--- config.mk ---
export PLATFORM = sky130hd
export DESIGN_NAME = sync_arith_pipe
export DESIGN_NICKNAME = d
export VERILOG_FILES = /design/src/rtl/sync_arith_pkg.sv /design/src/rtl/addsub_flags.sv /design/src/rtl/sync_arith_pipe.sv
export SDC_FILE = /design/constraint.sdc
export NUM_CORES = 1
export LEC_CHECK = 0
export BUFFER_PORTS_ARGS = -buffer_cell sky130_fd_sc_hd__buf_2
export CORE_MARGIN = 2
export CORE_UTILIZATION = 40
export DETAILED_ROUTE_END_ITERATION = 8
export PLACE_DENSITY = 0.69
export SLEW_MARGIN = 5
export SYNTH_ARGS = -nofsm -noshare
export SYNTH_HDL_FRONTEND = slang
export SYNTH_SLANG_ARGS = --single-unit
--- constraint.sdc ---
create_clock -name pipeClock -period 3.1 [get_ports pipeClock]
set_input_delay 0.465 -clock pipeClock [delete_from_list [all_inputs] [get_ports pipeClock]]
set_output_delay 0.465 -clock pipeClock [all_outputs]
set_load 0.02 [all_outputs]
--- src/rtl/sync_arith_pkg.sv ---
// Shared opcodes, flag bundle and saturation-limit helper for the
// sync_arith_pipe add/sub/accumulate pipeline.
package sync_arith_pkg;

  localparam logic [1:0] OP_ADD     = 2'b00;
  localparam logic [1:0] OP_SUB     = 2'b01;
  localparam logic [1:0] OP_ACC     = 2'b10;
  localparam logic [1:0] OP_ACC_CLR = 2'b11;

  // Widest datapath the saturation helper can describe.
  localparam int MAX_WIDTH = 64;

  typedef struct packed {
    logic carry;
    logic overflow;
    logic zero;
  } flags_t;

  // Saturation value for a signed number of the given width:
  // 1000...0 when negative, 0111...1 otherwise. Callers size-cast the result.
  function automatic logic [MAX_WIDTH-1:0] sat_limit(input int width, input logic negative);
    logic [MAX_WIDTH-1:0] msb;
    msb = {{(MAX_WIDTH-1){1'b0}}, 1'b1} << (width - 1);
    return negative ? msb : msb - {{(MAX_WIDTH-1){1'b0}}, 1'b1};
  endfunction

endpackage

--- src/rtl/addsub_flags.sv ---
// Combinational add/subtract with raw carry, signed overflow, optional
// signed saturation and a zero flag on the final result.
module addsub_flags
  import sync_arith_pkg::*;
#(
  parameter int dataWidth = 8
) (
  input  logic [dataWidth-1:0] a,
  input  logic [dataWidth-1:0] b,
  input  logic                 subtract,
  input  logic                 satMode,
  output logic [dataWidth-1:0] result,
  output logic                 carry,
  output logic                 overflow,
  output logic                 zero
);

  logic [dataWidth-1:0] b_eff;
  logic [dataWidth-1:0] raw_sum;
  logic [dataWidth-1:0] sat_val;

  // Subtraction is a + ~b + 1, so carry = 1 means no borrow.
  assign b_eff = subtract ? ~b : b;
  assign {carry, raw_sum} = {1'b0, a} + {1'b0, b_eff} + {{dataWidth{1'b0}}, subtract};

  assign overflow = (a[dataWidth-1] == b_eff[dataWidth-1]) &&
                    (raw_sum[dataWidth-1] != a[dataWidth-1]);

  assign sat_val = dataWidth'(sat_limit(dataWidth, a[dataWidth-1]));
  assign result  = (satMode && overflow) ? sat_val : raw_sum;
  assign zero    = ~|result;

endmodule

--- src/rtl/sync_arith_pipe.sv ---
// Two-stage valid/ready pipeline: S1 registers operands, S2 registers the
// add/sub/accumulate result and flags. dataWidth must be 2 or more.
module sync_arith_pipe
  import sync_arith_pkg::*;
#(
  parameter int dataWidth = 8,
  parameter bit hasAcc    = 1'b1
) (
  input  logic                 pipeClock,
  input  logic                 resetPos,
  input  logic                 inValid,
  output logic                 inReady,
  input  logic [dataWidth-1:0] numA,
  input  logic [dataWidth-1:0] numB,
  input  logic [1:0]           opSelect,
  input  logic                 satMode,
  output logic                 outValid,
  input  logic                 outReady,
  output logic [dataWidth-1:0] resultOut,
  output logic                 carryOut,
  output logic                 overflowBit,
  output logic                 zeroFlag
);

  // Stage 1: captured operands.
  logic                 s1_valid_q, s1_valid_d;
  logic [dataWidth-1:0] s1_a_q, s1_a_d;
  logic [dataWidth-1:0] s1_b_q, s1_b_d;
  logic [1:0]           s1_op_q, s1_op_d;
  logic                 s1_sat_q, s1_sat_d;

  // Stage 2: computed result.
  logic                 s2_valid_q, s2_valid_d;
  logic [dataWidth-1:0] s2_result_q, s2_result_d;
  flags_t               s2_flags_q, s2_flags_d;

  logic [dataWidth-1:0] acc_q;

  logic                 s2_advance;
  logic                 accept;

  // Handshake: S1 frees up when empty or when it moves into S2 this cycle.
  assign s2_advance = s1_valid_q & (~s2_valid_q | outReady);
  assign inReady    = ~s1_valid_q | s2_advance;
  assign accept     = inValid & inReady;

  // Operand routing: accumulate ops add numA onto the accumulator.
  logic                 use_acc;
  logic                 is_clr;
  logic [dataWidth-1:0] alu_a, alu_b;
  logic [dataWidth-1:0] alu_result;
  logic                 alu_carry, alu_overflow, alu_zero;

  assign use_acc = hasAcc & s1_op_q[1];
  assign is_clr  = use_acc & (s1_op_q == OP_ACC_CLR);
  assign alu_a   = use_acc ? acc_q  : s1_a_q;
  assign alu_b   = use_acc ? s1_a_q : s1_b_q;

  addsub_flags #(
    .dataWidth (dataWidth)
  ) u_addsub (
    .a        (alu_a),
    .b        (alu_b),
    .subtract (s1_op_q == OP_SUB),
    .satMode  (s1_sat_q),
    .result   (alu_result),
    .carry    (alu_carry),
    .overflow (alu_overflow),
    .zero     (alu_zero)
  );

  logic [dataWidth-1:0] fin_result;
  flags_t               fin_flags;

  always_comb begin
    // NOTE: every combinational output gets a default first so that no path
    // leaves it unassigned; an unassigned path infers a latch.
    fin_result         = alu_result;
    fin_flags.carry    = alu_carry;
    fin_flags.overflow = alu_overflow;
    fin_flags.zero     = alu_zero;
    if (is_clr) begin
      fin_result         = s1_a_q;
      fin_flags.carry    = 1'b0;
      fin_flags.overflow = 1'b0;
      fin_flags.zero     = ~|s1_a_q;
    end
  end

  always_comb begin
    s1_valid_d  = s1_valid_q;
    s1_a_d      = s1_a_q;
    s1_b_d      = s1_b_q;
    s1_op_d     = s1_op_q;
    s1_sat_d    = s1_sat_q;
    s2_valid_d  = s2_valid_q;
    s2_result_d = s2_result_q;
    s2_flags_d  = s2_flags_q;

    if (accept) begin
      s1_valid_d = 1'b1;
      s1_a_d     = numA;
      s1_b_d     = numB;
      s1_op_d    = opSelect;
      s1_sat_d   = satMode;
    end else if (s2_advance) begin
      s1_valid_d = 1'b0;
    end

    // S2 only changes on advance, so a stalled result holds its value.
    if (s2_advance) begin
      s2_valid_d  = 1'b1;
      s2_result_d = fin_result;
      s2_flags_d  = fin_flags;
    end else if (outReady) begin
      s2_valid_d = 1'b0;
    end
  end

  always_ff @(posedge pipeClock or posedge resetPos) begin
    if (resetPos) begin
      s1_valid_q  <= 1'b0;
      s1_a_q      <= '0;
      s1_b_q      <= '0;
      s1_op_q     <= OP_ADD;
      s1_sat_q    <= 1'b0;
      s2_valid_q  <= 1'b0;
      s2_result_q <= '0;
      s2_flags_q  <= '0;
    end else begin
      // NOTE: state registers use non-blocking assignment so every register
      // samples its _d value from before this edge, independent of order.
      s1_valid_q  <= s1_valid_d;
      s1_a_q      <= s1_a_d;
      s1_b_q      <= s1_b_d;
      s1_op_q     <= s1_op_d;
      s1_sat_q    <= s1_sat_d;
      s2_valid_q  <= s2_valid_d;
      s2_result_q <= s2_result_d;
      s2_flags_q  <= s2_flags_d;
    end
  end

  generate
    if (hasAcc) begin : g_acc
      logic [dataWidth-1:0] acc_d;

      // Loaded on the edge the accumulate beat enters S2, so the next beat
      // sitting in S1 already sees the updated value.
      assign acc_d = (s2_advance && use_acc) ? fin_result : acc_q;

      always_ff @(posedge pipeClock or posedge resetPos) begin
        if (resetPos) begin
          acc_q <= '0;
        end else begin
          acc_q <= acc_d;
        end
      end
    end else begin : g_no_acc
      assign acc_q = '0;
    end
  endgenerate

  assign outValid    = s2_valid_q;
  assign resultOut   = s2_result_q;
  assign carryOut    = s2_flags_q.carry;
  assign overflowBit = s2_flags_q.overflow;
  assign zeroFlag    = s2_flags_q.zero;

endmodule

== After elaboration in Yosys (flattened, before gate mapping) ==
Cells that the tools add are included.

* Bits in registers: 40
* Input port bits: 23
* Output and inout bits: 13
* Word-level logic and storage cells: 45

* Add/sub/neg operators: 2
* Equality and inequality tests: 4
* Muxes and demuxes: 11
* Bitwise gates (word level): 8
* Reductions and logical operators: 9

{| class="wikitable"
|+ Operators by type and width
! operator !! number
|-
| 8-bit two-way mux || 6
|-
| 8-bit OR reduction || 2
|-
| 8-bit by 8-bit adder with 9-bit output || 1
|-
| 9-bit by 1-bit adder with 9-bit output || 1
|-
| 8-bit inverter || 1
|-
| 1-bit two-way mux || 4
|-
| 2-bit nonzero test || 2
|-
| 1-bit bitwise AND || 3
|-
| 1-bit logical AND || 3
|-
| 3-bit two-way mux || 1
|-
| 2-bit by 1-bit == test with 1-bit output, second input constant || 1
|-
| 2-bit == test, second input constant || 1
|-
| 1-bit logical NOT || 2
|-
| 1-bit inverter || 2
|-
| 1-bit OR || 2
|-
| 1-bit == test || 1
|-
| 1-bit != test || 1
|}

== Depth between registers and ports, before layout ==
* Word-level depth: 12
* Gate-level depth with buffers: 12
* Gate-level depth less buffers: 10

== Cells and area by module ==
From an unflattened synthesis, not the netlist that was laid out.

* Cell total of the unflattened synthesis: 223
* Area, all modules: 2566.2 sq um

{| class="wikitable"
|+ By module, submodules not included
! module !! instances !! cells an instance !! area an instance (sq um) !! sequential area each (sq um)
|-
| sync_arith_pipe || 1 || 145 || 1971.9 || 1001.0
|-
| addsub_flags || 1 || 78 || 594.3 || 0.0
|}

== Least setup slack after synthesis ==
OpenSTA, ideal clock, no wires.

* Kind: reg-to-reg
* From: register s1_op_q[1]
* To: register acc_q[5]
* Library setup time: 0.135 ns
* Data arrival time: 2.658 ns
* Required time: 2.965 ns
* Setup slack: 0.307 ns
* Stages on the path, launching flop included: 11
* Path buffers: 2
* Clock period less this slack: 2.793 ns
* Cell sequence: dfrtp_1 > buf_2 > buf_1 > mux2_2 > ha_1 > a211oi_2 > o21bai_2 > nor3_4 > nor2_8 > o211ai_1 > a31oi_1

* Word-level cells in the longest chain between the ends: 10
* Elaborated cells between the ends (all ways): 17
* Classes of those cells: add/sub (2); eq/ne (4); mux (6); bitwise (2); reduce/logical (3)

{| class="wikitable"
|+ Ends and longest elaborated chain
! element !! line !! RTL
|-
| start, declared || sync_arith_pipe.sv:29 || <nowiki>logic [1:0] s1_op_q, s1_op_d;</nowiki>
|-
| start signal, assigned || sync_arith_pipe.sv:136 || <nowiki>s1_op_q <= s1_op_d;</nowiki>
|-
| 8-bit two-way mux || sync_arith_pipe.sv:57 || <nowiki>assign alu_b = use_acc ? s1_a_q : s1_b_q;</nowiki>
|-
| 8-bit inverter || addsub_flags.sv:23 || <nowiki>assign b_eff = subtract ? ~b : b;</nowiki>
|-
| 8-bit two-way mux || addsub_flags.sv:23 ||
|-
| 8-bit by 8-bit adder with 9-bit output || addsub_flags.sv:24 || <nowiki>assign {carry, raw_sum} = {1'b0, a} + {1'b0, b_eff} + {{dataWidth{1'b0}}, subtract};</nowiki>
|-
| 9-bit by 1-bit adder with 9-bit output || addsub_flags.sv:24 ||
|-
| 1-bit != test || addsub_flags.sv:27 || <nowiki>(raw_sum[dataWidth-1] != a[dataWidth-1]);</nowiki>
|-
| 1-bit logical AND || addsub_flags.sv:26 || <nowiki>assign overflow = (a[dataWidth-1] == b_eff[dataWidth-1]) &&</nowiki>
|-
| 1-bit logical AND || addsub_flags.sv:30 || <nowiki>assign result = (satMode && overflow) ? sat_val : raw_sum;</nowiki>
|-
| 8-bit two-way mux || addsub_flags.sv:30 ||
|-
| 8-bit two-way mux || sync_arith_pipe.sv:82 || <nowiki>if (is_clr) begin</nowiki>
|-
| end signal, assigned || sync_arith_pipe.sv:154 || <nowiki>acc_q <= '0;</nowiki>
|-
| end signal, assigned || sync_arith_pipe.sv:156 || <nowiki>acc_q <= acc_d;</nowiki>
|-
| end, declared || sync_arith_pipe.sv:37 || <nowiki>logic [dataWidth-1:0] acc_q;</nowiki>
|}

Several ways; a longest one is shown, not always the timed one.
A chain may end at the register's enable or synchronous reset.

== Worst setup path in the final report ==
* From: register s1_op_q[1]
* To: register acc_q[6]

The elaborated chain is that of the path after synthesis.

==> flow_metrics.tcl <==
set metrics [dict create \
    status "finished clean" \
    grt_max_degree 41 \
    postLayoutCellArea_mm2 0.00280 \
    vias 1944 \
    start_util_pct 41.2 \
    critPathSlowestCell "dfrtp_2" \
    syn2layout_area_growth_pct 14.8 \
    yosysWarnings 0 \
    syn_area_per_cell_um2 10.1 \
    worst_pin_slew_ns 0.757 \
    wl_per_cell_um 14.9 \
    root_buffer "clkbuf_8" \
    mostFrequentLayoutCells "38 x dfrtp_1, 35 x buf_2, 32 x nand2_1, 25 x mux2_2, 13 x o21ai_0" \
    fill_cells 593 \
    finalMaxSlewViolations 0 \
    num_io_pins 36 \
    crit_path_max_fanout 14 \
    diodes 0 \
    worstSetupPathType "flip-flop to flip-flop" \
    coreArea_mm2 0.00592 \
    finalHoldViolCount 0 \
    grtUsageTotal_pct 17.7 \
    rsz0062_at_grt "no" \
    fin_skew_ns 0.00575 \
    dpl_cell_area_mm2 0.00271 \
    hold_class "input port to asynchronous set/reset pin" \
    drtPass1Iterations 4 \
    reg2reg_slack_ns 0.28 \
    clock_latency_ns 0.28 \
    layout.cells.most_common "dfrtp_1" \
    power_per_cell_area_mw_per_mm2 922 \
    dieWidth_um 82.1 \
    holdWs_ns 0.287 \
    clkTransAtPathRegs_ns 0.08 \
    arrival_ns 3.02 \
    setup_ws_ns 0.279 \
    vias_per_cell 5.46 \
    ir_drop_mv 0.415 \
    path_common_cell "o31a_1" \
    crit_family "compound AO/OA/AOI/OAI gates" \
    gp_congestion 1.00 \
    worst_setup_path_start_kind "flip-flop" \
    async_reset_ff_share_pct 100 \
    ant_nets 0 \
    sw_frac_of_total_pct 43.4 \
    drt_wl_total_um 5290 \
    cp_data_required_time_ns 3.30 \
    synth_cell_type_count 51 \
    max_stage_delay_ns 0.52 \
    grt_pass1_vias 1895 \
    p_comb_share_pct 55.5 \
    finalSetupViolCount 0 \
    drc 0 \
    clockBufferDepth 2 \
    fin_crit_ns 2.82 \
    min_period_over_period_pct 91.0 \
    die_h_um 82.1 \
    setup_tns_ns 0 \
    cts.sinks 40 \
    fmax_mhz 354 \
    grt_pass1_wl_um 9050 \
    multiInputGateArea_mm2 0.00138 \
    utilization_pct 47.3 \
    p_leak_nw 1.22 \
    synthCells 242 \
    syn-num-nets 273 \
    path_cells "buf_4, mux2_2, ha_1, o21a_1, o31a_1, o31a_1, nor3_1, o221ai_1, a31oi_1" \
    fin_nets 311 \
    ys_seq_area_share_pct 41.1 \
    dieArea_mm2 0.00673 \
    cts_tree "built" \
    pre_cts_ws_ns 0.210 \
    p_int_mw 1.46 \
    hpwl_um 4150 \
    drt_iter0_markers 97 \
    drive_above_1_share_pct 30.6 \
    maxSlewHeadroom_pct 49.4 \
    grt_antenna_before_repair 0 \
    htreeDepth 2 \
    ys.flop_type "dfrtp_1" \
    rows 28 \
    synth_area_mm2 0.00244 \
    p_sw_mw 1.12 \
    portBuffers 35 \
    regArea_mm2 0.00100 \
    cts_setup_buffers 0 \
    worstSetupEndpointType "flip-flop" \
    numCtsBuffers 5 \
    max_cap_viol_count 0 \
    overflow 0 \
    critPathBufInv 1 \
    ys_seq_elements 40 \
    ctsHoldBuffers 0 \
    clockPowerShare_pct 13.6 \
    synth-edff-count 0 \
    p_seq_share_pct 30.8 \
]
==> logic make-up after synthesis <==
kind of cell	synth area share [%]
AOI/OAI and AO/OA	21.0
xor gates and xnor gates	3.59
adders and majority gates	4.41
buffers and inverters	2.46
DFF	41.1
muxes	13.3
and+or+nand+nor	14.1
==> routing by layer <==
metal / track usage (%) / wire length [um] / vias up / part of all wire (%)
met5: 0 / 0 / - / 0
met4: 5.67 / 111 / 0 / 2.1
met3: 3.41 / 226 / 8 / 4.3
met2: 27.4 / 2300 / 47 / 44
met1: 24.9 / 2650 / 923 / 50
li1: - / - / 966 / -
==> worst min-delay path, cell delays in order <==
cell and delay (ns):
buf_2 0.09, inv_1 0.04, buf_4 0.42
==> final timing paths <==
check | startpoint | endpoint | cells past startpoint
worst max-delay path | s1_op_q[1]$_DFFE_PP0P_ | acc_q[6]$_DFFE_PP0P_ | 9
worst min-delay path | resetPos | acc_q[6]$_DFFE_PP0P_ | 3
worst max register to register | s1_op_q[1]$_DFFE_PP0P_ | acc_q[6]$_DFFE_PP0P_ | 9
worst min register to register | resultOut[7]$_DFFE_PP0P_ | resultOut[7]$_DFFE_PP0P_ | 2
max in group asynchronous | resetPos | s1_op_q[1]$_DFFE_PP0P_ | 3
min in group pipeClock | inValid | s1_valid_q$_DFFE_PP0P_ | 2
==> what timing repair did <==
item | 4_1_cts | 5_1_grt
endpoints found under the setup margin | 0 | 3
resized for setup | 0 | 2
hold endpoints to repair | 0 | 0
==> through the flow <==
stage	cells	power (mW)
2_1_floorplan	242	1.89
3_3_place_gp	348	2.22
3_5_place_dp	348	2.23
4_1_cts	356	2.59
5_1_grt	356	2.80
6_report	356	2.58
==> state kept, by name (all words and copies together) (netlist names), 2 cells and up <==
| name | count |
|---|---|
| s1_a_q | 8 |
| resultOut | 8 |
| acc_q | 8 |
| s1_b_q | 8 |
| s1_op_q | 2 |
==> final cells by class <==
class / instances / area share [%]
Clock buffer: 8 / 3.22
Inverter: 6 / 0.805
Multi-Input combinational cell: 187 / 49.2
Sequential cell: 40 / 35.9
Tap cell: 75 / 3.35
Timing Repair Buffer: 40 / 7.60
==> cells in the mapped netlist, drive strengths merged (3+ instances only) <==
library cell	number	area share [%]
a31oi	4	1.0
o31a	4	1.4
nand2	32	4.9
buf	5	0.92
mux2	25	12
ha	7	3.6
nor4	4	1.0
dfrtp	40	41
a21o	3	0.92
nand2b	4	1.0
o31ai	3	1.1
clkbuf	4	0.62
o32ai	3	1.4
o21ai	24	4.9
nor3	6	1.7
mux2i	4	1.8
a211oi	5	2.5
xnor2	9	3.2
nor2	12	2.5
a22oi	3	0.92
a21oi	8	1.8
inv	6	0.92
==> power by group through the flow <==
| stage | clock, mW | combinational (mW) | sequential, mW |
|---|---|---|---|
| 6_report | 0.352 | 1.43 | 0.796 |
| 5_1_grt | 0.383 | 1.60 | 0.815 |
| 4_1_cts | 0.366 | 1.43 | 0.795 |
| 3_5_place_dp | 0 | 1.43 | 0.802 |
| 3_3_place_gp | 0 | 1.42 | 0.801 |
| 2_1_floorplan | 0 | 1.06 | 0.829 |
No activity file was read; power rests on OpenSTA's default activity.
